File: config.mk
export PLATFORM = sky130hd
export DESIGN_NAME = io_fabric
export DESIGN_NICKNAME = d
export VERILOG_FILES = /design/src/rtl/io_fabric_pkg.sv /design/src/rtl/io_fabric_decode.sv /design/src/rtl/io_fabric.sv
export SDC_FILE = /design/constraint.sdc
export NUM_CORES = 1
export LEC_CHECK = 0
export ABC_AREA = 0
export BUFFER_PORTS_ARGS = -buffer_cell sky130_fd_sc_hd__buf_4
export CORE_MARGIN = 2
export CORE_UTILIZATION = 30
export CTS_BUF_LIST = sky130_fd_sc_hd__clkbuf_4 sky130_fd_sc_hd__clkbuf_8
export DETAILED_ROUTE_END_ITERATION = 8
export GPL_TIMING_DRIVEN = 0
export PLACE_DENSITY_LB_ADDON = 0.08
export RECOVER_POWER = 50
export SLEW_MARGIN = 20
export SYNTH_ARGS = -nofsm -noshare
export SYNTH_HDL_FRONTEND = slang
export SYNTH_HIERARCHICAL = 1
export SYNTH_SLANG_ARGS = --single-unit
File: constraint.sdc
create_clock -name clk -period 2.5 [get_ports clk]
set_clock_uncertainty 0.15 [all_clocks]
set_input_delay 0.375 -clock clk [delete_from_list [all_inputs] [get_ports clk]]
set_output_delay 0.375 -clock clk [all_outputs]
set_load 0.02 [all_outputs]
File: src/rtl/io_fabric_pkg.sv
// io_fabric_pkg: shared FSM type, internal register offsets and error data for io_fabric
package io_fabric_pkg;
  typedef enum logic [1:0] {IDLE, ACCESS, DONE} state_t;
  localparam logic [1:0] REG_IRQ_MASK = 2'd0;
  localparam logic [1:0] REG_IRQ_RAW = 2'd1;
  localparam logic [1:0] REG_ERR_ADDR = 2'd2;
  localparam logic [31:0] ERR_DATA = 32'h0;
endpackage

File: src/rtl/io_fabric_decode.sv
// io_decode: base/mask priority address decoder; the control window beats every channel
module io_decode
  import io_fabric_pkg::*;
#(
  parameter int NSLAVES = 8,
  parameter int ADDR_WIDTH = 11,
  parameter logic [NSLAVES*ADDR_WIDTH-1:0] BASES = '0,
  parameter logic [NSLAVES*ADDR_WIDTH-1:0] MASKS = '0,
  parameter logic [ADDR_WIDTH-1:0] CTRL_BASE = 11'h7f0
) (
  input  logic [ADDR_WIDTH-1:0] addr_i,
  output logic                  hit_o,
  output logic [NSLAVES-1:0]    onehot_o,
  output logic                  ctrl_hit_o
);
  logic [NSLAVES-1:0] pri;
  always_comb begin
    pri = '0;
    for (int i = NSLAVES - 1; i >= 0; i--)
      if ((addr_i & MASKS[i*ADDR_WIDTH +: ADDR_WIDTH]) == BASES[i*ADDR_WIDTH +: ADDR_WIDTH])
        pri = NSLAVES'(1) << i;
  end
  assign ctrl_hit_o = addr_i[ADDR_WIDTH-1:4] == CTRL_BASE[ADDR_WIDTH-1:4];
  assign onehot_o = ctrl_hit_o ? '0 : pri;
  assign hit_o = ctrl_hit_o | (|pri);
endmodule

File: src/rtl/io_fabric.sv
// io_fabric: CPU I/O bus bridge to NSLAVES channels with timeout, bus errors and masked IRQs
module io_fabric
  import io_fabric_pkg::*;
#(
  parameter int NSLAVES = 8,
  parameter int ADDR_WIDTH = 11,
  parameter logic [NSLAVES*ADDR_WIDTH-1:0] BASES = '0,
  parameter logic [NSLAVES*ADDR_WIDTH-1:0] MASKS = '0,
  parameter logic [ADDR_WIDTH-1:0] CTRL_BASE = 11'h7f0,
  parameter int TIMEOUT = 255
) (
  input  logic                    clk,
  input  logic                    rst_n,
  input  logic                    read,
  input  logic                    write,
  input  logic [ADDR_WIDTH-1:0]   address,
  input  logic [31:0]             data_in,
  input  logic [3:0]              be,
  output logic [31:0]             data_out,
  output logic                    ack,
  output logic                    err,
  output logic [NSLAVES-1:0]      s_sel,
  output logic                    s_read,
  output logic                    s_write,
  output logic [ADDR_WIDTH-1:0]   s_address,
  output logic [31:0]             s_data_in,
  output logic [3:0]              s_be,
  input  logic [NSLAVES*32-1:0]   s_data_out,
  input  logic [NSLAVES-1:0]      s_ack,
  input  logic [NSLAVES-1:0]      irq_in,
  output logic                    irq_out
);
  localparam logic [7:0] TLIM = 8'(TIMEOUT - 1);
  state_t state_q, state_d;
  logic [7:0] cnt_q, cnt_d;
  logic [NSLAVES-1:0] sel_q, sel_d, onehot;
  logic ctrl_q, ctrl_d, rd_q, rd_d, wr_q, wr_d;
  logic [ADDR_WIDTH-1:0] addr_q, addr_d, err_addr_q, err_addr_d;
  logic [31:0] wdata_q, wdata_d, data_q, data_d, mask_q, mask_d;
  logic [3:0] be_q, be_d;
  logic ack_q, ack_d, err_q, err_d, irq_q;
  logic hit, ctrl_hit, s_done;
  logic [31:0] s_rdata, c_rdata;
  io_decode #(
    .NSLAVES(NSLAVES), .ADDR_WIDTH(ADDR_WIDTH), .BASES(BASES), .MASKS(MASKS), .CTRL_BASE(CTRL_BASE)
  ) u_dec (
    .addr_i(address), .hit_o(hit), .onehot_o(onehot), .ctrl_hit_o(ctrl_hit)
  );
  always_comb begin
    s_rdata = '0;
    for (int i = 0; i < NSLAVES; i++)
      if (sel_q[i]) s_rdata = s_data_out[i*32 +: 32];
  end
  always_comb
    c_rdata = addr_q[3:2] == REG_IRQ_MASK ? mask_q :
              addr_q[3:2] == REG_IRQ_RAW  ? 32'(irq_in) :
              addr_q[3:2] == REG_ERR_ADDR ? 32'(err_addr_q) : '0;
  // internal registers never wait, so a control access completes on its first ACCESS cycle
  assign s_done = ctrl_q | (|(s_ack & sel_q));
  always_comb begin
    state_d = state_q;
    cnt_d = '0;
    sel_d = sel_q;
    ctrl_d = ctrl_q;
    rd_d = rd_q;
    wr_d = wr_q;
    addr_d = addr_q;
    wdata_d = wdata_q;
    be_d = be_q;
    data_d = data_q;
    mask_d = mask_q;
    err_addr_d = err_addr_q;
    ack_d = 1'b0;
    err_d = 1'b0;
    case (state_q)
      IDLE: if (read | write) begin
        addr_d = address;
        wdata_d = data_in;
        be_d = be;
        rd_d = read;
        wr_d = write;
        sel_d = onehot;
        ctrl_d = ctrl_hit;
        if (!hit || (read && write)) begin
          state_d = DONE;
          ack_d = 1'b1;
          err_d = 1'b1;
          err_addr_d = address;
          data_d = read ? ERR_DATA : data_q;
        end else state_d = ACCESS;
      end
      ACCESS: begin
        cnt_d = cnt_q == 8'hff ? cnt_q : cnt_q + 8'd1;
        if (s_done) begin
          state_d = DONE;
          ack_d = 1'b1;
          data_d = !rd_q ? data_q : ctrl_q ? c_rdata : s_rdata;
          if (ctrl_q && wr_q && addr_q[3:2] == REG_IRQ_MASK)
            for (int b = 0; b < 4; b++) mask_d[b*8 +: 8] = be_q[b] ? wdata_q[b*8 +: 8] : mask_q[b*8 +: 8];
        end else if (cnt_q == TLIM) begin
          state_d = DONE;
          ack_d = 1'b1;
          err_d = 1'b1;
          err_addr_d = addr_q;
          data_d = rd_q ? ERR_DATA : data_q;
        end
      end
      default: state_d = IDLE;
    endcase
  end
  always_ff @(posedge clk or negedge rst_n)
    if (!rst_n) begin
      state_q <= IDLE;
      cnt_q <= '0;
      sel_q <= '0;
      ctrl_q <= 1'b0;
      rd_q <= 1'b0;
      wr_q <= 1'b0;
      addr_q <= '0;
      wdata_q <= '0;
      be_q <= '0;
      data_q <= '0;
      mask_q <= '0;
      err_addr_q <= '0;
      ack_q <= 1'b0;
      err_q <= 1'b0;
      irq_q <= 1'b0;
    end else begin
      state_q <= state_d;
      cnt_q <= cnt_d;
      sel_q <= sel_d;
      ctrl_q <= ctrl_d;
      rd_q <= rd_d;
      wr_q <= wr_d;
      addr_q <= addr_d;
      wdata_q <= wdata_d;
      be_q <= be_d;
      data_q <= data_d;
      mask_q <= mask_d;
      err_addr_q <= err_addr_d;
      ack_q <= ack_d;
      err_q <= err_d;
      irq_q <= |(irq_in & mask_q[NSLAVES-1:0]);
    end
  assign s_sel = state_q == ACCESS ? sel_q : '0;
  assign s_read = state_q == ACCESS && rd_q && !ctrl_q;
  assign s_write = state_q == ACCESS && wr_q && !ctrl_q;
  assign s_address = addr_q;
  assign s_data_in = wdata_q;
  assign s_be = be_q;
  assign data_out = data_q;
  assign ack = ack_q;
  assign err = err_q;
  assign irq_out = irq_q;
endmodule

; ---- Word level (Yosys, flattened, before mapping)
; Cells that the tools add are included.
[totals]
ff_bits = 146
out_inout_bits = 92
[op_classes]
add_sub_neg = 1
bitwise_logic = 4
reduce_logical = 21
eq_ne = 15
n_mux = 41
[ops]
columns = operator, count
row1 = $mux 32, 17
row2 = $mux 11, 6
row3 = $pmux 32 s2, 1
row4 = $mux 8, 3
row5 = $pmux 11 s2, 1
row6 = $and 8x8->8, 2
row7 = $eq 8x8->1 const B, 2
row8 = $reduce_and 4->1, 4
row9 = $reduce_or 8->1, 2
row10 = $ne 2x2->1 const B, 6
row11 = $ne 3x3->1 const B, 3
row12 = $add 8x1->8 const B, 1
row13 = $mux 2, 4
row14 = $eq 7x7->1 const B, 1
row15 = $logic_and 1x1->1, 7
row16 = $reduce_and 7->1, 1
row17 = $mux 1, 6
row18 = $reduce_and 5->1, 1
row19 = $eq 2x1->1 const B, 2
row20 = $logic_not 2->1, 2
row21 = $pmux 1 s2, 2
row22 = $pmux 2 s2, 1
row23 = $reduce_and 2->1, 2
row24 = $eq 2x2->1 const B, 1
row25 = 3 further kinds, 4

; ---- Depth between registers and ports, before layout
; Gate-level depths: netlist (run 1).
[logic_depth]
word_depth = 12
depth_mapped = 7

; ---- Modules after synthesis
; The synthesis (run 1) kept the hierarchy.
[by_module_without_submodules]
columns = module, instances, area_each_um2, seq_area_each_um2, cells_per_inst
row1 = io_fabric, 1, 8811.0, 3653.5, 861
row2 = io_decode, 1, 91.3, 0.0, 13

; ---- Worst setup path after synthesis (run 1)
; Ideal clock, no wire load.
[synth_timing]
kind = register to output
start = reg state_q[1]
end = out s_write
path_stages_with_launch = 6
arrival_ns = 1.586
slack_ns = 0.389
path_cell_list = dfrtp_1 > nand2b_1 > clkbuf_1 > clkbuf_1 > buf_1 > nor3_1
[synth_via]
elab_chain_len = 3
[synth_lines]
columns = element, line_no
row1 = "start, declared", io_fabric.sv:34  ; state_t state_q, state_d;
row2 = "start signal, assigned", io_fabric.sv:129  ; state_q <= state_d;
row3 = $eq 2x1->1, io_fabric.sv:147  ; assign s_write = state_q == ACCESS && wr_q && !ctrl_q;
row4 = $logic_and 1x1->1 (2 in series), io_fabric.sv:147
row5 = "end, declared", io_fabric.sv:24  ; output logic s_write,
; No other way between the ends.

; ---- Worst setup path in the final report (run 1)
[layout_timing]
start = reg state_q[0]
end = out s_read
[layout_via]
elab_chain_len = 3
[layout_lines]
columns = element, line_no
row1 = $eq 2x1->1, io_fabric.sv:146  ; assign s_read = state_q == ACCESS && rd_q && !ctrl_q;
row2 = $logic_and 1x1->1 (2 in series), io_fabric.sv:146
row3 = "end, declared", io_fabric.sv:23  ; output logic s_read,
; No other way between the ends.

==> key figures, run 1 <==
Pwr
  • Comb pwr share: 0.566
  • Part of the power in registers: 0.279
  • Psw: ~6.6 mW
  • LEAKAGE: between 6 and 7 nW
  • Pint: ~7.5 mW
  • Sw frac: 0.469
  • Clock share of power: 0.155
  • Pwr dens: 1050 mW/mm2
  • Worst vdd ir: 0.529 mV

Cells and area
  • Most common cell after layout, fill and taps aside: buf_4
  • Count of filler cells inserted in the layout: 2995
  • Nets: ~1700
  • Area Overhead vs Synth: 51.0%
  • Most frequent cells in the layout: buf_4 (386), dfrtp_1 (143), clkbuf_1 (91), mux2_2 (79), nand2_1 (72)
  • Layout cells sized above 1: 0.400
  • Utilization after layout: 0.457

Worst setup path
  • Slowest CP cell: dfrtp_2
  • Critical path start-end classification: flip-flop to primary output
  • Worst path max stage delay: 0.45 ns
  • CP Launch Type: flip-flop
  • Worst-path cell chain: nor2b_1, buf_4, nand2_2, clkbuf_4, nor2_1, buf_4
  • Worst R2R Path Depth: 6
  • Most used cell, CP: buf_4
  • Crit end category: primary output
  • Reg2reg end: data_out[22]$_DFFE_PN0P_
  • Crit path required time: a little under 2 ns
  • CP Launch Point: state_q[0]$_DFFE_PN0P_
  • RR Startpoint: sel_q[1]$_DFFE_PN0P_
  • CP arrival: 1.87 ns
  • Reg2Reg Setup Slack: 0.14 ns
  • CP max FO: 10

Synth
  • YS warnings: 6
  • #FFs+latches synth: 146
  • Async S/R FF share, synth: 1.00
  • Post-Synthesis Mean Instance Area: between 10 and 15 um2
  • Register area share after synthesis: 0.410
  • Post-synth cell types: 55
  • EDFF count, synth: 0
  • Post-synth top flop: dfrtp_1
  • Synthesized area: about 0.009 mm2
  • Synth Instances: 874

Worst hold path
  • Hold Path End: state_q[0]$_DFFE_PN0P_
  • Worst Hold Class: input port to flip-flop
  • Min-delay src: read
  • Hold depth: 3

Timing
  • Actual slew at the worst max-slew pin: between 1.5 and 2 ns
  • Tcrit/Tclk final: 0.957
  • Final hold vios: 0
  • Setup total negative slack: 0 ns
  • Fmax: roughly 0.42 GHz
  • RSZ-0062 raised after global routing: no
  • Max-slew violation count: 55
  • Worst slew margin: -0.0545
  • Setup-failing EPs final: 0
  • Min cycle time layout: roughly 2.4 ns
  • Setup WS post-layout: approximately 0.11 ns

GRT
  • Largest net degree at the start of global routing: 93
  • Initial antenna violation count: 6
  • First-pass GRT wire length: between 60000 and 70000 um
  • Vias in the first global route: 9762
  • Overflow after GRT: 0
  • Tot GR Track Use: 0.275

Clock tree
  • CTS tree: done
  • CTS Buf Count: 17
  • CTS Buffer Depth: 2
  • CTS clk-pin slew, worst paths: approximately 0.09 ns
  • CTS Root Cell: clkbuf_8
  • TritonCTS Sinks: roughly 150
  • H-tree levels: 4
  • Worst-Skew Late Latency: 0.47 ns

Floorplan
  • Initial Utilization: 0.303
  • CORE AREA: about 0.029 mm2
  • Die Height: ~180 um
  • Die W: between 150 and 200 um
  • Die ar.: 0.0311 mm2
  • IO Pins: just over 400
  • Placement row count: 63

Detailed routing
  • Vias per cell: ~5.4
  • Initial DRC count: between 600 and 700
  • Detailed-route wire length: between 40000 and 50000 um
  • DR vias: slightly below 10000
  • Post-DRT Antenna Nets: 0
  • Initial DRT Pass Iterations: 5
  • # DRC: 0
  • Routed WL per cell: between 20 and 25 um

Outcome
  • Outcome: complete, but fails checks
  • Failing checks: capacitance limit, slew limit

Placement
  • GPL Wtd Cong: 0.882
  • HPWL Detailed: between 30000 and 40000 um
  • Port Buf Inserts: about 410
  • Pre-CTS setup slack: -0.209 ns

Run
  • Max cap viols: 1
==> worst max-delay path by stage <==
stage,end,slack (ns),depth (start not counted)
6_report,s_read,0.11,6
5_1_grt,s_read,0.003,6
4_1_cts,s_write,0.02,4
3_5_place_dp,data_out[3]$_DFFE_PN0P_,-0.21,7
3_3_place_gp,data_out[2]$_DFFE_PN0P_,-0.20,7
2_1_floorplan,s_write,0.39,5
==> power by group through the flow <==
stage	logic [mW]	clock network [mW]	registers, mW
final	7.99	2.19	3.94
after global routing	8.59	2.36	4.05
after CTS	8.23	2.25	3.96
after detailed placement	8.15	0	3.95
after global placement	8.13	0	3.93
after floorplan	4.10	0	4.47
==> metal layers <==
metal,GRT usage,routed length [um]
met1,0.332,17300
met2,0.475,21800
met3,0.0724,3360
met4,0.0933,1280
met5,0,0
==> synth_stat cells (13+ instances only) <==
master | count | area [um2]
and3b_1 | 22 | 193
nand2_1 | 73 | 274
clkbuf_1 | 70 | 263
nor2b_1 | 24 | 150
a22oi_1 | 26 | 195
nor3_1 | 23 | 115
a21o_1 | 30 | 225
o221ai_1 | 42 | 368
o21ai_0 | 27 | 135
o211ai_1 | 21 | 158
nor2_1 | 13 | 48.8
inv_1 | 27 | 101
mux2_2 | 79 | 890
a2bb2oi_1 | 20 | 175
buf_2 | 14 | 70.1
a211oi_1 | 26 | 195
a221oi_1 | 44 | 385
dfrtp_1 | 146 | 3650
a32o_1 | 20 | 200
==> flip-flops by register name, indices dropped and copies added, names as in the netlist <==
| signal | count |
|---|---|
| ack | 1 |
| cnt_q | 8 |
| ctrl_q | 1 |
| data_out | 32 |
| err | 1 |
| err_addr_q | 11 |
| irq_out | 1 |
| mask_q | 32 |
| rd_q | 1 |
| s_address | 11 |
| s_be | 4 |
| s_data_in | 32 |
| sel_q | 8 |
| state_q | 2 |
| wr_q | 1 |
==> final cells by class <==
cell class,count,area [um2],share of cell area
multi-input combinational,611,4770,0.355
sequential,146,3660,0.272
timing repair buffer,472,3530,0.263
tap,390,488,0.0363
buffer,90,434,0.0323
clock buffer,17,234,0.0174
clock inverter,15,206,0.0154
inverter,28,105,0.00782
antenna,6,15.0,0.00112
==> timing repair <==
item | 4_1_cts | 5_1_grt
pin swaps | 1 | 1
hold buffers | 52 | 0
endpoints found under the setup margin | 65 | 33
resized for setup | 23 | 14
cloned | 0 | 0
endpoints found under the hold margin | 103 | 0
setup buffers | 4 | 1
==> cell families (layout without fill, tap and decap cells) <==
group           Yosys count  after routing  share of synthesized area
buf+inv                 123            622                     0.0593
compound gates          306            306                      0.279
simple gates            192            192                      0.117
mux                      99             99                      0.127
flops                   146            146                      0.410
xor+xnor                  4              4                    0.00394
fa+ha+maj                 2              2                    0.00281
other cells               2             14                   0.000844
==> through the flow <==
step                cells  hold WS (ns)  cell area, um2  power [mW]
global route         1773         0.135           13400        15.0
finish               1775         0.116           13400        14.1
floorplan             880       -0.0706            8920        8.58
CTS                  1770        0.0952           13600        14.4
global placement     1684         0.342           12500        12.1
detailed placement   1685         0.189           12600        12.1
==> critical path, delay by kind of cell (launching register included) <==
family                 cells  cell delay (ns)
buffers and inverters      3             0.58
and+or+nand+nor            3             0.36
DFF                        1             0.45
(Power assumes the default switching activity.)
==> inputs of run 2 (changes only) <==
- REMOVE_ABC_BUFFERS: unset -> 1
- clock period: 2.5 -> 2.1 ns (I/O delays scaled with it)
==> run 2 against run 1 <==
The run ends with setup timing left. Worst hold slack got worse by 0.091 ns. Final area increased by 7.6%. Sequential power increased by 23%. Setup slack got worse by 0.38 ns. Non-clock buffer count decreased by 13. Die area unchanged. Final cell count decreased by 0.90%. Global-route usage increased by 0.64 points. Clock power about the same. Clock-buffer cell count increased by 1. Critical path depth increased by 3.
==> key figures, run 2 (synthesis results as in run 1) <==
Pwr
  • Worst vdd ir: 0.761 mV (was 0.529 mV)
  • Tot Pwr: 18.7 mW (was 14.1 mW)
  • LEAKAGE: 6.82 nW (was 6.41 nW)
  • Pwr dens: 1290 mW/mm2 (was 1050 mW/mm2)

Placement
  • Placed cell area: 0.0126 mm2 (about the same)
  • Port Buf Inserts: 414 (unchanged)
  • HPWL Detailed: 29900 um (was 34700 um)
  • GPL Wtd Cong: 0.827 (was 0.882)
  • DP Cell Count: 1610 (was 1685)

Timing
  • Fmax: 0.421 GHz
  • Tcrit/Tclk final: 1.13
  • Max-slew violation count: 0 (was 55)
  • Actual slew at the worst max-slew pin: 1.03 ns (was 1.58 ns)
  • RSZ-0062 raised after global routing: yes (was no)
  • Worst slew margin: 0.313 (was -0.0545)
  • Final hold vios: 0 (unchanged)
  • Min cycle time layout: ~2.4 ns
  • Setup-failing EPs final: 67 (was 0)
  • Setup WS post-layout: -0.276 ns (was 0.107 ns)
  • Setup total negative slack: -8.46 ns (was 0 ns)

GRT
  • Grt met2 use: 0.479 (was 0.475)
  • M1 GR Usage: 0.365 (was 0.332)
  • Tot GR Track Use: 0.281 (was 0.275)
  • Initial antenna violation count: 2 (was 6)
  • Largest net degree at the start of global routing: 81 (was 93)
  • Vias in the first global route: 9839 (was 9762)
  • Most Crowded Layer GR: met2 (unchanged)
  • Overflow after GRT: 0 (unchanged)
  • First-pass GRT wire length: 64500 um (was 62600 um)
  • M3 GR Usage: 0.0564 (was 0.0724)

Worst hold path
  • Hold depth: 3 (unchanged)
  • Worst Hold Class: input port to flip-flop (unchanged)

Floorplan
  • Die W: 176 um (unchanged)
  • Placement row count: 63 (unchanged)
  • CORE AREA: 0.0294 mm2 (unchanged)
  • Initial Utilization: 0.303 (unchanged)
  • Die Height: 176 um (unchanged)
  • Die ar.: 0.0311 mm2 (unchanged)
  • IO Pins: 415 (unchanged)

Detailed routing
  • Vias per cell: 5.50 (was 5.42)
  • Initial DRT Pass Iterations: 8 (was 5)
  • # DRC: 0 (unchanged)
  • Detailed-route wire length: 45300 um (was 43800 um)
  • DR vias: 9671 (was 9623)
  • Routed WL per cell: 25.7 um (was 24.7 um)
  • Initial DRC count: 801 (was 665)
  • Post-DRT Antenna Nets: 0 (unchanged)

Worst setup path
  • Worst R2R Path Depth: 9 (was 6)
  • Worst-path cell chain: buf_12, a222oi_1, buf_4, nand4_1, buf_6, o31ai_4, buf_6, buf_12, mux2_4 (was nor2b_1, buf_4, nand2_2, clkbuf_4, nor2_1, buf_4)
  • CP max FO: 6 (was 10)
  • CP Launch Type: flip-flop (unchanged)
  • CP arrival: 2.57 ns (was 1.87 ns)
  • Crit end category: flip-flop (was primary output)
  • WP depth: 9 (was 6)
  • CP bufs+invs: 5 (was 3)
  • Worst path max stage delay: 0.50 ns (was 0.45 ns)
  • Critical path start-end classification: flip-flop to flip-flop (was flip-flop to primary output)
  • Slowest CP cell: dfrtp_4 (was dfrtp_2)
  • CP top delay family: buffers and inverters (unchanged)
  • Crit path required time: 2.30 ns (was 1.98 ns)

Clock tree
  • TritonCTS Sinks: 146 (unchanged)
  • CTS tree: done (unchanged)
  • CTS Buf Count: 17 (unchanged)
  • CTS Buffer Depth: 2 (unchanged)
  • CTS clk-pin slew, worst paths: 0.08 ns (was 0.09 ns)
  • H-tree levels: 4 (unchanged)
  • CTS Root Cell: clkbuf_8 (unchanged)
  • Worst-Skew Late Latency: 0.46 ns (was 0.47 ns)

Cells and area
  • Design area: 0.0145 mm2 (was 0.0134 mm2)
  • Most frequent cells in the layout: buf_4 (425), dfrtp_1 (135), mux2_2 (77), nand2_1 (66), dlygate4sd3_1 (57) (was buf_4 (386), dfrtp_1 (143), clkbuf_1 (91), mux2_2 (79), nand2_1 (72))
  • Nets: 1681 (was 1691)
  • N_diodes: 0 (was 6)
  • Final Non-Filler Cells: 1759 (was 1775)
  • Area Overhead vs Synth: 62.4% (was 51.0%)
  • Layout cells sized above 1: 0.483 (was 0.400)
  • Most common cell after layout, fill and taps aside: buf_4 (unchanged)
  • Utilization after layout: 0.492 (was 0.457)

Outcome
  • Outcome: complete, but fails checks (unchanged)
  • Failing checks: setup timing (was capacitance limit, slew limit)

Run
  • Max cap viols: 0 (was 1)
[run 2: cell types whose count changed in the layout (fill, tap and decap cells not counted), moves of 8 or more]
cell / change
buf_2: -13
buf_6: +15
dfrtp_4: +9
buf_12: +13
clkbuf_2: -14
a211oi_2: +10
a211oi_1: -12
buf_4: +39
dfrtp_1: -8
clkbuf_1: -72
[run 2: final timing paths]
| check | start | end | slack, ns |
|---|---|---|---|
| min | read | state_q[0]$_DFFE_PN0P_ | 0.03 |
| max | sel_q[4]$_DFFE_PN0P_ | err_addr_q[6]$_DFFE_PN0P_ | -0.28 |
| max reg2reg | sel_q[4]$_DFFE_PN0P_ | err_addr_q[6]$_DFFE_PN0P_ | -0.28 |
| min reg2reg | err_addr_q[10]$_DFFE_PN0P_ | err_addr_q[10]$_DFFE_PN0P_ | 0.37 |
| min in group asynchronous | rst_n | s_data_in[24]$_DFFE_PN0P_ | 0.43 |
| max in group asynchronous | rst_n | sel_q[7]$_DFFE_PN0P_ | 0.14 |
[run 2: worst register-to-register path, cell delays in order, from the launching register on]
cell and delay [ns]:
dfrtp_4 0.50, buf_12 0.14, a222oi_1 0.25, buf_4 0.18, nand4_1 0.10, buf_6 0.16
o31ai_4 0.18, buf_6 0.17, buf_12 0.14, mux2_4 0.30
[run 2: what timing repair did]
action                                  in CTS  in global routing
hold buffers                                57                  0
resized for setup                           78                 21
endpoints found under the setup margin      91                116
gates cloned                                 4                  3
pin swaps                                    9                 12
setup buffers                               35                 20
hold endpoints to repair                   116                  0
[run 2: cell type report]
type / instances / area [um2]
Inverter: 28 / 125
Clock inverter: 14 / 114
Tap cell: 390 / 488
Clock buffer: 18 / 248
Timing Repair Buffer: 549 / 4680
Fill cell: 2819 / 14900
Multi-Input combinational cell: 614 / 5110
Sequential cell: 146 / 3690
[run 2: through the flow]
stage,hold slack (ns),worst slack [ns]
after floorplan,-0.131,-1.46
after global placement,0.339,-4.35
after CTS,0.0140,-0.277
after global routing,0.00445,-0.337
final,0.0250,-0.276
after detailed placement,0.167,-1.19
[run 2: per-layer routing]
metal | part of all wire | vias up
li1 | - | 4364
met1 | 0.43 | 4817
met2 | 0.49 | 436
met3 | 0.068 | 52
met4 | 0.018 | 2
met5 | 0.00031 | -
[run 2: report_power, final]
part	switching [mW]	leakage (nW)	internal, mW
Sequential	1.01	1.85	3.84
Clock	1.20	0.184	0.957
Combinational	6.42	4.78	5.27
==> inputs of run 3 (changes only) <==
- TNS_END_PERCENT: unset -> 10
==> run 3 against run 2 <==
Critical path depth unchanged. Setup slack improved by 0.0041 ns. Core utilization decreased by 1.5 points. Via count decreased by 2.0%. Final cell count decreased by 1.8%. Non-clock buffer count decreased by 31. Final area decreased by 3.0%. Die area unchanged. The flow still finishes with violations (setup timing). Critical path type unchanged. Clock power about the same. Fmax increased by 0.17%. Register-to-register slack about the same.
==> key figures, run 3 (synthesis results as in run 1) <==
Worst setup path
  • Crit end category: flip-flop (unchanged)
  • Worst-path cell chain: buf_12, a222oi_1, buf_4, nand4_1, buf_6, o31ai_4, buf_6, buf_12, mux2_4 (unchanged)
  • CP top delay family: buffers and inverters (unchanged)
  • Crit path required time: 2.30 ns (about the same)
  • Worst path max stage delay: 0.50 ns (about the same)
  • CP bufs+invs: 5 (unchanged)
  • Slowest CP cell: dfrtp_4 (unchanged)
  • CP arrival: 2.57 ns (about the same)
  • Critical path start-end classification: flip-flop to flip-flop (unchanged)
  • CP Launch Type: flip-flop (unchanged)
  • CP max FO: 6 (unchanged)

Pwr
  • Tot Pwr: 18.0 mW (was 18.7 mW)
  • Worst vdd ir: 0.847 mV (was 0.761 mV)
  • LEAKAGE: 6.65 nW (was 6.82 nW)
  • Pwr dens: 1280 mW/mm2 (was 1290 mW/mm2)

Detailed routing
  • Initial DRT Pass Iterations: 5 (was 8)
  • DR vias: 9477 (was 9671)
  • Detailed-route wire length: 43700 um (was 45300 um)
  • Post-DRT Antenna Nets: 0 (unchanged)
  • Top routing layer in use: met5 (unchanged)
  • Routed wl met3: 2920 um (was 3070 um)
  • # DRC: 0 (unchanged)
  • Vias per cell: 5.49 (was 5.50)
  • Routed WL per cell: 25.3 um (was 25.7 um)
  • Total length of routed met2 wires: 21200 um (was 22100 um)
  • Initial DRC count: 701 (was 801)
  • M1 wire length: 18600 um (was 19300 um)

Cells and area
  • Layout cells sized above 1: 0.466 (was 0.483)
  • Design area: 0.0140 mm2 (was 0.0145 mm2)
  • Nets: 1647 (was 1681)
  • Count of filler cells inserted in the layout: 2853 (was 2819)
  • Most frequent cells in the layout: buf_4 (409), dfrtp_1 (134), mux2_2 (77), nand2_1 (67), dlygate4sd3_1 (57) (was buf_4 (425), dfrtp_1 (135), mux2_2 (77), nand2_1 (66), dlygate4sd3_1 (57))
  • Final Non-Filler Cells: 1727 (was 1759)
  • Most common cell after layout, fill and taps aside: buf_4 (unchanged)
  • Area Overhead vs Synth: 57.6% (was 62.4%)

Worst hold path
  • Worst Hold Class: input port to flip-flop (unchanged)

Placement
  • Placed cell area: 0.0126 mm2 (unchanged)
  • DP Cell Count: 1610 (unchanged)
  • HPWL Detailed: 29900 um (unchanged)
  • Port Buf Inserts: 414 (unchanged)
  • GPL Wtd Cong: 0.827 (unchanged)

Floorplan
  • Die W: 176 um (unchanged)
  • Die Height: 176 um (unchanged)
  • CORE AREA: 0.0294 mm2 (unchanged)
  • Placement row count: 63 (unchanged)
  • Initial Utilization: 0.303 (unchanged)
  • IO Pins: 415 (unchanged)
  • Die ar.: 0.0311 mm2 (unchanged)

Clock tree
  • CTS clk-pin slew, worst paths: 0.09 ns (was 0.08 ns)
  • CTS Buffer Depth: 2 (unchanged)
  • H-tree levels: 4 (unchanged)
  • TritonCTS Sinks: 146 (unchanged)
  • CTS tree: done (unchanged)
  • Worst-Skew Late Latency: 0.46 ns (about the same)
  • CTS Buf Count: 17 (unchanged)
  • CTS Root Cell: clkbuf_8 (unchanged)

GRT
  • Initial antenna violation count: 3 (was 2)
  • Overflow after GRT: 0 (unchanged)
  • Tot GR Track Use: 0.278 (was 0.281)
  • Vias in the first global route: 9819 (was 9839)
  • First-pass GRT wire length: 63400 um (was 64500 um)
  • Largest net degree at the start of global routing: 81 (unchanged)

Timing
  • Setup-failing EPs final: 40 (was 67)
  • Worst slew margin: 0.318 (was 0.313)
  • Hold slack: 0.0423 ns (was 0.0250 ns)
  • Fmax: 0.422 GHz (was 0.421 GHz)
  • Setup WS post-layout: -0.271 ns (was -0.276 ns)
  • RSZ-0062 raised after global routing: yes (unchanged)
  • Tcrit/Tclk final: 1.13 (about the same)
  • Min cycle time layout: 2.37 ns (was 2.38 ns)
  • Setup total negative slack: -8.44 ns (was -8.46 ns)
  • Max-slew violation count: 0 (unchanged)
  • Final hold vios: 0 (unchanged)
  • Actual slew at the worst max-slew pin: 1.02 ns (was 1.03 ns)

Outcome
  • Outcome: complete, but fails checks (unchanged)
  • Failing checks: setup timing (unchanged)

Run
  • Max cap viols: 0 (unchanged)
run 3: changes by cell type in the layout (fill, tap and decap cells not counted), sizes merged:
| cell | delta |
|---|---|
| buf | -28 |
| diode | +2 |
| clkbuf | -3 |
| nor2 | -1 |
| nand2b | -2 |
run 3: layer usage:
| layer | vias to the layer above | GRT usage |
|---|---|---|
| li1 | 4290 | - |
| met1 | 4740 | 0.357 |
| met2 | 391 | 0.468 |
| met3 | 54 | 0.0586 |
| met4 | 2 | 0.0857 |
| met5 | - | 0 |
run 3: worst reg2reg max path, delay by kind of cell (launching register included):
family                 cells  cell delay, ns
multiplexers               1            0.30
AND/OR/NAND/NOR            1            0.10
buffers and inverters      5            0.79
AO/OA/AOI/OAI              2            0.43
flip-flops                 1            0.50
run 3: final cells by class:
type / instances / area [um2] / area share
multi-input combinational: 611 / 5020 / 0.358
timing repair buffer: 518 / 4340 / 0.309
sequential: 146 / 3690 / 0.263
tap: 390 / 488 / 0.0348
clock buffer: 18 / 248 / 0.0177
inverter: 28 / 123 / 0.00874
clock inverter: 14 / 114 / 0.00812
antenna: 2 / 5.00 / 0.000357
run 3: where the power goes:
part | internal [mW] | switching, mW
clock | 0.957 | 1.21
combinational | 4.84 | 5.97
sequential | 3.84 | 1.18
run 3: per-stage QoR:
stage               setup slack (ns)  utilization
detailed placement             -1.19        0.428
global route                  -0.357        0.477
CTS                           -0.277        0.478
global placement               -4.35        0.411
finish                        -0.271        0.477
floorplan                      -1.46            -
run 3: final timing paths:
kind | from | endpoint | slack, ns | cells past startpoint
worst max-delay path | sel_q[4]$_DFFE_PN0P_ | err_addr_q[6]$_DFFE_PN0P_ | -0.27 | 9
worst min-delay path | write | state_q[0]$_DFFE_PN0P_ | 0.04 | 3
worst max register to register | sel_q[4]$_DFFE_PN0P_ | err_addr_q[6]$_DFFE_PN0P_ | -0.27 | 9
worst min register to register | err_addr_q[8]$_DFFE_PN0P_ | err_addr_q[8]$_DFFE_PN0P_ | 0.37 | 1
max in group asynchronous | rst_n | sel_q[7]$_DFFE_PN0P_ | 0.14 | 3
min in group asynchronous | rst_n | s_data_in[26]$_DFFE_PN0P_ | 0.43 | 2
run 3: what timing repair did:
item                                    in CTS  in global routing
gates cloned                                 2                  0
endpoints found under the setup margin      91                 60
setup buffers                               22                  2
hold endpoints to repair                   116                  0
resized for setup                           70                  7
pin swaps                                    5                  8
hold buffers                                57                  0
